==> config.mk <==
export PLATFORM = sky130hd
export DESIGN_NAME = instr_encoder
export DESIGN_NICKNAME = d
export VERILOG_FILES = /design/src/rtl/instr_encoder.sv
export SDC_FILE = /design/constraint.sdc
export NUM_CORES = 1
export LEC_CHECK = 0
export ABC_AREA = 0
export CORE_MARGIN = 1.5
export CORE_UTILIZATION = 40
export CTS_CLUSTER_SIZE = 30
export DETAILED_ROUTE_END_ITERATION = 8
export PLACE_DENSITY = 0.65
export SYNTH_ARGS = -nofsm -noshare
export SYNTH_HDL_FRONTEND = slang
export SYNTH_SLANG_ARGS = --single-unit
==> constraint.sdc <==
create_clock -name clk -period 3.21 [get_ports clk]
set_input_delay 0.642 -clock clk [delete_from_list [all_inputs] [get_ports clk]]
set_output_delay 0.642 -clock clk [all_outputs]
set_load 0.02 [all_outputs]
==> src/rtl/instr_encoder.sv <==
`default_nettype none
// ============================================================================
// Module   : instr_encoder
// Desc     : Encodes symbolic instruction records into 32-bit MIPS words and
//            streams them into instruction memory through a small FIFO.
//            Optional: define INSTR_ENCODER_CHECKSUM_EN for a running XOR
//            checksum of every written word.
// Revision : 1.0 - initial release
// ============================================================================
module instr_encoder #(
    parameter int                ADDR_W     = 32,
    parameter logic [ADDR_W-1:0] BASE_ADDR  = '0,
    parameter int                FIFO_DEPTH = 4
) (
    input  logic              clk,
    input  logic              reset,
    input  logic              start,
    input  logic              in_valid,
    output logic              in_ready,
    input  logic              in_last,
    input  logic [3:0]        in_op,
    input  logic [4:0]        in_rs,
    input  logic [4:0]        in_rt,
    input  logic [4:0]        in_rd,
    input  logic [15:0]       in_imm,
    input  logic [25:0]       in_target,
    output logic              imem_we,
    input  logic              mem_ready,
    output logic [ADDR_W-1:0] imem_addr,
    output logic [31:0]       imem_data,
    output logic              busy,
    output logic              done,
    output logic              err,
    output logic [15:0]       word_count,
    output logic [31:0]       checksum
);

    localparam int c_ptr_w = (FIFO_DEPTH > 1) ? $clog2(FIFO_DEPTH) : 1;
    localparam int c_cnt_w = c_ptr_w + 1;
    localparam logic [c_cnt_w-1:0] c_full_cnt  = c_cnt_w'(FIFO_DEPTH);
    localparam logic [ADDR_W-1:0]  c_addr_step = ADDR_W'(4);

    localparam logic [5:0] c_opc_lw   = 6'b100011;
    localparam logic [5:0] c_opc_sw   = 6'b101011;
    localparam logic [5:0] c_opc_beq  = 6'b000100;
    localparam logic [5:0] c_opc_bne  = 6'b000101;
    localparam logic [5:0] c_opc_xori = 6'b001110;
    localparam logic [5:0] c_opc_addi = 6'b001000;
    localparam logic [5:0] c_opc_j    = 6'b000010;
    localparam logic [5:0] c_opc_jal  = 6'b000011;
    localparam logic [5:0] c_fn_add   = 6'b100000;
    localparam logic [5:0] c_fn_sub   = 6'b100010;
    localparam logic [5:0] c_fn_slt   = 6'b101010;
    localparam logic [5:0] c_fn_jr    = 6'b001000;

    typedef enum logic [1:0] {
        S_IDLE  = 2'd0,
        S_RUN   = 2'd1,
        S_FLUSH = 2'd2,
        S_DONE  = 2'd3
    } state_t;

    state_t              r_state;
    state_t              w_state_nxt;

    logic [31:0]         r_mem [FIFO_DEPTH];
    logic [c_ptr_w-1:0]  r_wr_ptr;
    logic [c_ptr_w-1:0]  r_rd_ptr;
    logic [c_cnt_w-1:0]  r_count;

    logic [ADDR_W-1:0]   r_addr;
    logic [15:0]         r_word_count;
    logic                r_err;

    logic [31:0]         w_word;
    logic                w_legal;
    logic                w_full;
    logic                w_empty;
    logic                w_hs;
    logic                w_push;
    logic                w_pop;
    logic                w_load;

    // ------------------------------------------------------------------------
    // Field encoding; unused fields of each class are forced to zero.
    // ------------------------------------------------------------------------
    always_comb begin
        w_word  = '0;
        w_legal = 1'b1;
        case (in_op)
            4'd0:    w_word = {c_opc_lw,   in_rs, in_rt, in_imm};
            4'd1:    w_word = {c_opc_sw,   in_rs, in_rt, in_imm};
            4'd2:    w_word = {c_opc_j,    in_target};
            4'd3:    w_word = {6'b000000,  in_rs, 15'd0, c_fn_jr};
            4'd4:    w_word = {c_opc_jal,  in_target};
            4'd5:    w_word = {c_opc_beq,  in_rs, in_rt, in_imm};
            4'd6:    w_word = {c_opc_bne,  in_rs, in_rt, in_imm};
            4'd7:    w_word = {c_opc_xori, in_rs, in_rt, in_imm};
            4'd8:    w_word = {c_opc_addi, in_rs, in_rt, in_imm};
            4'd9:    w_word = {6'b000000,  in_rs, in_rt, in_rd, 5'd0, c_fn_add};
            4'd10:   w_word = {6'b000000,  in_rs, in_rt, in_rd, 5'd0, c_fn_sub};
            4'd11:   w_word = {6'b000000,  in_rs, in_rt, in_rd, 5'd0, c_fn_slt};
            default: w_legal = 1'b0;
        endcase
    end

    // Ready depends only on registered state, never on a same-cycle pop.
    assign w_full   = (r_count == c_full_cnt);
    assign w_empty  = (r_count == '0);
    assign in_ready = (r_state == S_RUN) && !w_full;
    assign w_hs     = in_valid && in_ready;
    assign w_push   = w_hs && w_legal;
    assign imem_we  = !w_empty && !reset;
    assign w_pop    = imem_we && mem_ready;
    assign w_load   = (r_state == S_IDLE) && start;

    // ------------------------------------------------------------------------
    // Word FIFO
    // ------------------------------------------------------------------------
    always_ff @(posedge clk) begin
        if (w_push) begin
            r_mem[r_wr_ptr] <= w_word;
        end
    end

    always_ff @(posedge clk) begin
        if (reset) begin
            r_wr_ptr <= '0;
            r_rd_ptr <= '0;
            r_count  <= '0;
        end else begin
            if (w_push) begin
                r_wr_ptr <= r_wr_ptr + c_ptr_w'(1);
            end
            if (w_pop) begin
                r_rd_ptr <= r_rd_ptr + c_ptr_w'(1);
            end
            case ({w_push, w_pop})
                2'b10:   r_count <= r_count + c_cnt_w'(1);
                2'b01:   r_count <= r_count - c_cnt_w'(1);
                default: r_count <= r_count;
            endcase
        end
    end

    assign imem_data = r_mem[r_rd_ptr];

    // ------------------------------------------------------------------------
    // Control FSM
    // ------------------------------------------------------------------------
    always_ff @(posedge clk) begin
        if (reset) begin
            r_state <= S_IDLE;
        end else begin
            r_state <= w_state_nxt;
        end
    end

    always_comb begin
        w_state_nxt = r_state;
        busy        = 1'b0;
        done        = 1'b0;
        case (r_state)
            S_IDLE: begin
                if (start) begin
                    w_state_nxt = S_RUN;
                end
            end
            S_RUN: begin
                busy = 1'b1;
                if (w_hs && in_last) begin
                    w_state_nxt = S_FLUSH;
                end
            end
            S_FLUSH: begin
                busy = 1'b1;
                if (w_empty) begin
                    w_state_nxt = S_DONE;
                end
            end
            S_DONE: begin
                done        = 1'b1;
                w_state_nxt = S_IDLE;
            end
            default: w_state_nxt = S_IDLE;
        endcase
    end

    // ------------------------------------------------------------------------
    // Write pointer, statistics and sticky error
    // ------------------------------------------------------------------------
    always_ff @(posedge clk) begin
        if (reset) begin
            r_addr       <= BASE_ADDR;
            r_word_count <= '0;
            r_err        <= 1'b0;
        end else if (w_load) begin
            r_addr       <= BASE_ADDR;
            r_word_count <= '0;
            r_err        <= 1'b0;
        end else begin
            if (w_pop) begin
                r_addr <= r_addr + c_addr_step;
                if (r_word_count != 16'hFFFF) begin
                    r_word_count <= r_word_count + 16'd1;
                end
            end
            if (w_hs && !w_legal) begin
                r_err <= 1'b1;
            end
        end
    end

    assign imem_addr  = r_addr;
    assign word_count = r_word_count;
    assign err        = r_err;

`ifdef INSTR_ENCODER_CHECKSUM_EN
    logic [31:0] r_checksum;

    always_ff @(posedge clk) begin
        if (reset || w_load) begin
            r_checksum <= '0;
        end else if (w_pop) begin
            r_checksum <= r_checksum ^ imem_data;
        end
    end

    assign checksum = r_checksum;
`else
    assign checksum = '0;
`endif

endmodule
`default_nettype wire

==> results.yml <==
critical_path:
  crit_path_max_fanout: 19
  critical_path_class: "reg2out"
  crit_required_ns: 2.57
  crit_arrival_ns: 2.29
  cp-start-kind: "flip-flop"
  endpoint_kind: "output port"
pwr:
  switching_share_pct: 27.8
  power_frac_seq_pct: 45.6
  power.total_uw: 5830
  switchingPower_uw: 1620
  leakage_uw: 0.00360
  power.density_mw_per_mm2: 543
  ir_worst_vdd_v: 0.000362
  p_int_uw: 4210
  p_clk_share_pct: 36.1
  power_frac_comb_pct: 18.3
logic_synthesis:
  synth_top_area_share_pct: 44.5
  synth_most_common_cell: "edfxtp_1"
  yosysSeqAreaShare_pct: 58.3
  syn_avg_cell_area_um2: 12.6
  synth_flop_cell: "edfxtp_1"
  yosys-top-cells-count: "124 x edfxtp_1, 58 x dfxtp_1, 53 x nand2_1"
  syn_area_mm2: 0.00837
  ys_ff_latch: 182
  async_reset_ff_share_pct: 0
  synth_warnings: 0
  synth_area_leaders: "edfxtp_1 44%, dfxtp_1 14%, mux4_2 8.3%"
  yosys.area.top_type: "edfxtp_1"
  synthCells: 663
  synth.distinct_cells: 54
  synth_edf_count: 124
run:
  drv_cap: 0
placement:
  port_buffers: 148
  gp_congestion: 0.897
  dp_hpwl_mm: 13.9
cts:
  cts_max_level: 4
  cts-root-buf: "clkbuf_16"
  tritoncts: "yes"
  numCtsBuffers: 17
  post_cts_buffers: 0
  cts_resized: 0
  clock_path_buffers: 2
  clkLatencyLatePin_ns: 0.43
  clkSlewWorstSetupHoldPaths_ns: 0.08
  cts.sinks: 182
  cts_hold_buf: 0
floorplan:
  fp.coreArea_mm2: 0.0204
  die_area_mm2: 0.0218
  ioPinCount: 184
  die_w_um: 148
  num_rows: 52
  die_h_um: 148
  start_util_pct: 41.1
sta:
  fin_skew_ns: 0.0125
  max_freq_ghz: 0.341
  hold_viol: 0
  maxSlewHeadroom_pct: 31.5
  finalMaxSlewViolations: 0
  min_period_over_period_pct: 91.3
  setup_viol: 0
  fin_tns_setup_ns: 0
  tightestPinTransition_ns: 1.02
  grt_setup_unrepaired: "no"
  min_period_ns: 2.93
status:
  status: "complete, no violations"
drt:
  drtIter0Drc: 372
  dr.pass1.iters: 5
  wl_mm: 20.1
  viasPerCell: 5.44
  avgRoutedWirePerCell_um: 18.2
  antenna_left: 0
  num_vias: 6030
  drcViolationCount: 0
finish:
  areaGrowthSynthToFinish_pct: 28.3
  layout-drive-gt1-share_pct: 11.8
  nets: 905
  diodes: 0
global_routing:
  grt_pass1_vias: 6018
  grt_pass1_wl_mm: 31.9
  grt_use_total_pct: 18.7
  grt-ovfl-total: 0
  grt_max_degree: 32
  antenna_found_initial: 0
hold_path:
  hold_class: "reg2reg"
layout make-up:
class / instances / area [um^2]
inverters: 17 / 63.8
flip-flops and latches: 182 / 4890
well taps: 270 / 338
multi-input cells: 434 / 3170
clock inverters: 15 / 181
clock buffers: 17 / 425
fillers: 1711 / 9620
repair buffers: 173 / 1680
power groups by stage:
stage / Clock, uW / Combinational (uW) / Sequential [uW]
after global routing: 2250 / 1150 / 2670
after floorplan: 0 / 648 / 2700
final: 2110 / 1070 / 2660
after detailed placement: 0 / 1070 / 2710
after CTS: 2160 / 1080 / 2660
after global placement: 0 / 1040 / 2710
state kept, by name, indices dropped and copies added, names as in the netlist, named ones only:
signal,flops
word_count,16
imem_addr,30
r_mem,124
r_wr_ptr,2
r_rd_ptr,2
err,1
r_count,3
r_state,2
final timing paths:
path / start / endpoint / slack (ns) / cells after the start
hold reg to reg: imem_addr[31] / imem_addr[31] / 0.50 / 2
setup reg to reg: r_count[2] / r_count[2] / 0.54 / 10
hold / removal: imem_addr[31] / imem_addr[31] / 0.50 / 2
setup / recovery: flip-flop / imem_data[31] / 0.28 / 3
cells in the final DEF (no fill, tap or decap), drive strengths merged, types with 5 or more instances in the layout:
master and n:
clkdlybuf4s50 148, edfxtp 124, dfxtp 58, nand2 53
conb 35, mux4 31, a21oi 30, nor2 29
o21ai 26, inv 26, buf 25, nand4 19
nand3 17, clkbuf 17, or4 16, a22oi 15
o31ai 14, ha 12, nand2b 12, mux2i 11
nor3 10, nor4 10, or3 9, xnor2 8
a22o 8, and4 8, and2 7, xor2 7
and3 6, nor2b 5, a31oi 5
per-layer routing:
| metal | track usage, % | vias up | wire length (um) |
|---|---|---|---|
| li1 | - | 2819 | - |
| met1 | 24.0 | 2982 | 8370 |
| met4 | 4.30 | 0 | 174 |
| met5 | 0 | - | 0 |
| met3 | 5.31 | 18 | 1430 |
| met2 | 31.4 | 211 | 10200 |
stage by stage:
stage,hold slack [ns],cell area (um^2),utilization [%],cells,worst slack (ns)
global placement,0.461,10100,49.8,1076,0.363
CTS,0.503,10700,52.8,1108,0.220
finish,0.496,10700,52.8,1108,0.280
global route,0.532,10700,52.8,1108,0.167
detailed placement,0.488,10100,49.8,1076,0.264
floorplan,0.476,8500,-,697,0.646
cell families after synthesis:
group                      synth area share (%)
buffers and inverters                      5.33
DFF                                        58.3
muxes                                      9.92
AOI/OAI and AO/OA                          8.85
xor gates and xnor gates                   1.57
adders and majority gates                  2.03
other                                    0.0448
and+or+nand+nor                            13.9
critical path, stage by stage (launching register included):
cell and delay [ns]:
dfxtp_2 0.49, buf_12 0.25, mux4_2 0.56, clkdlybuf4s50_1 0.57
No activity file was read; power rests on OpenSTA's default activity.
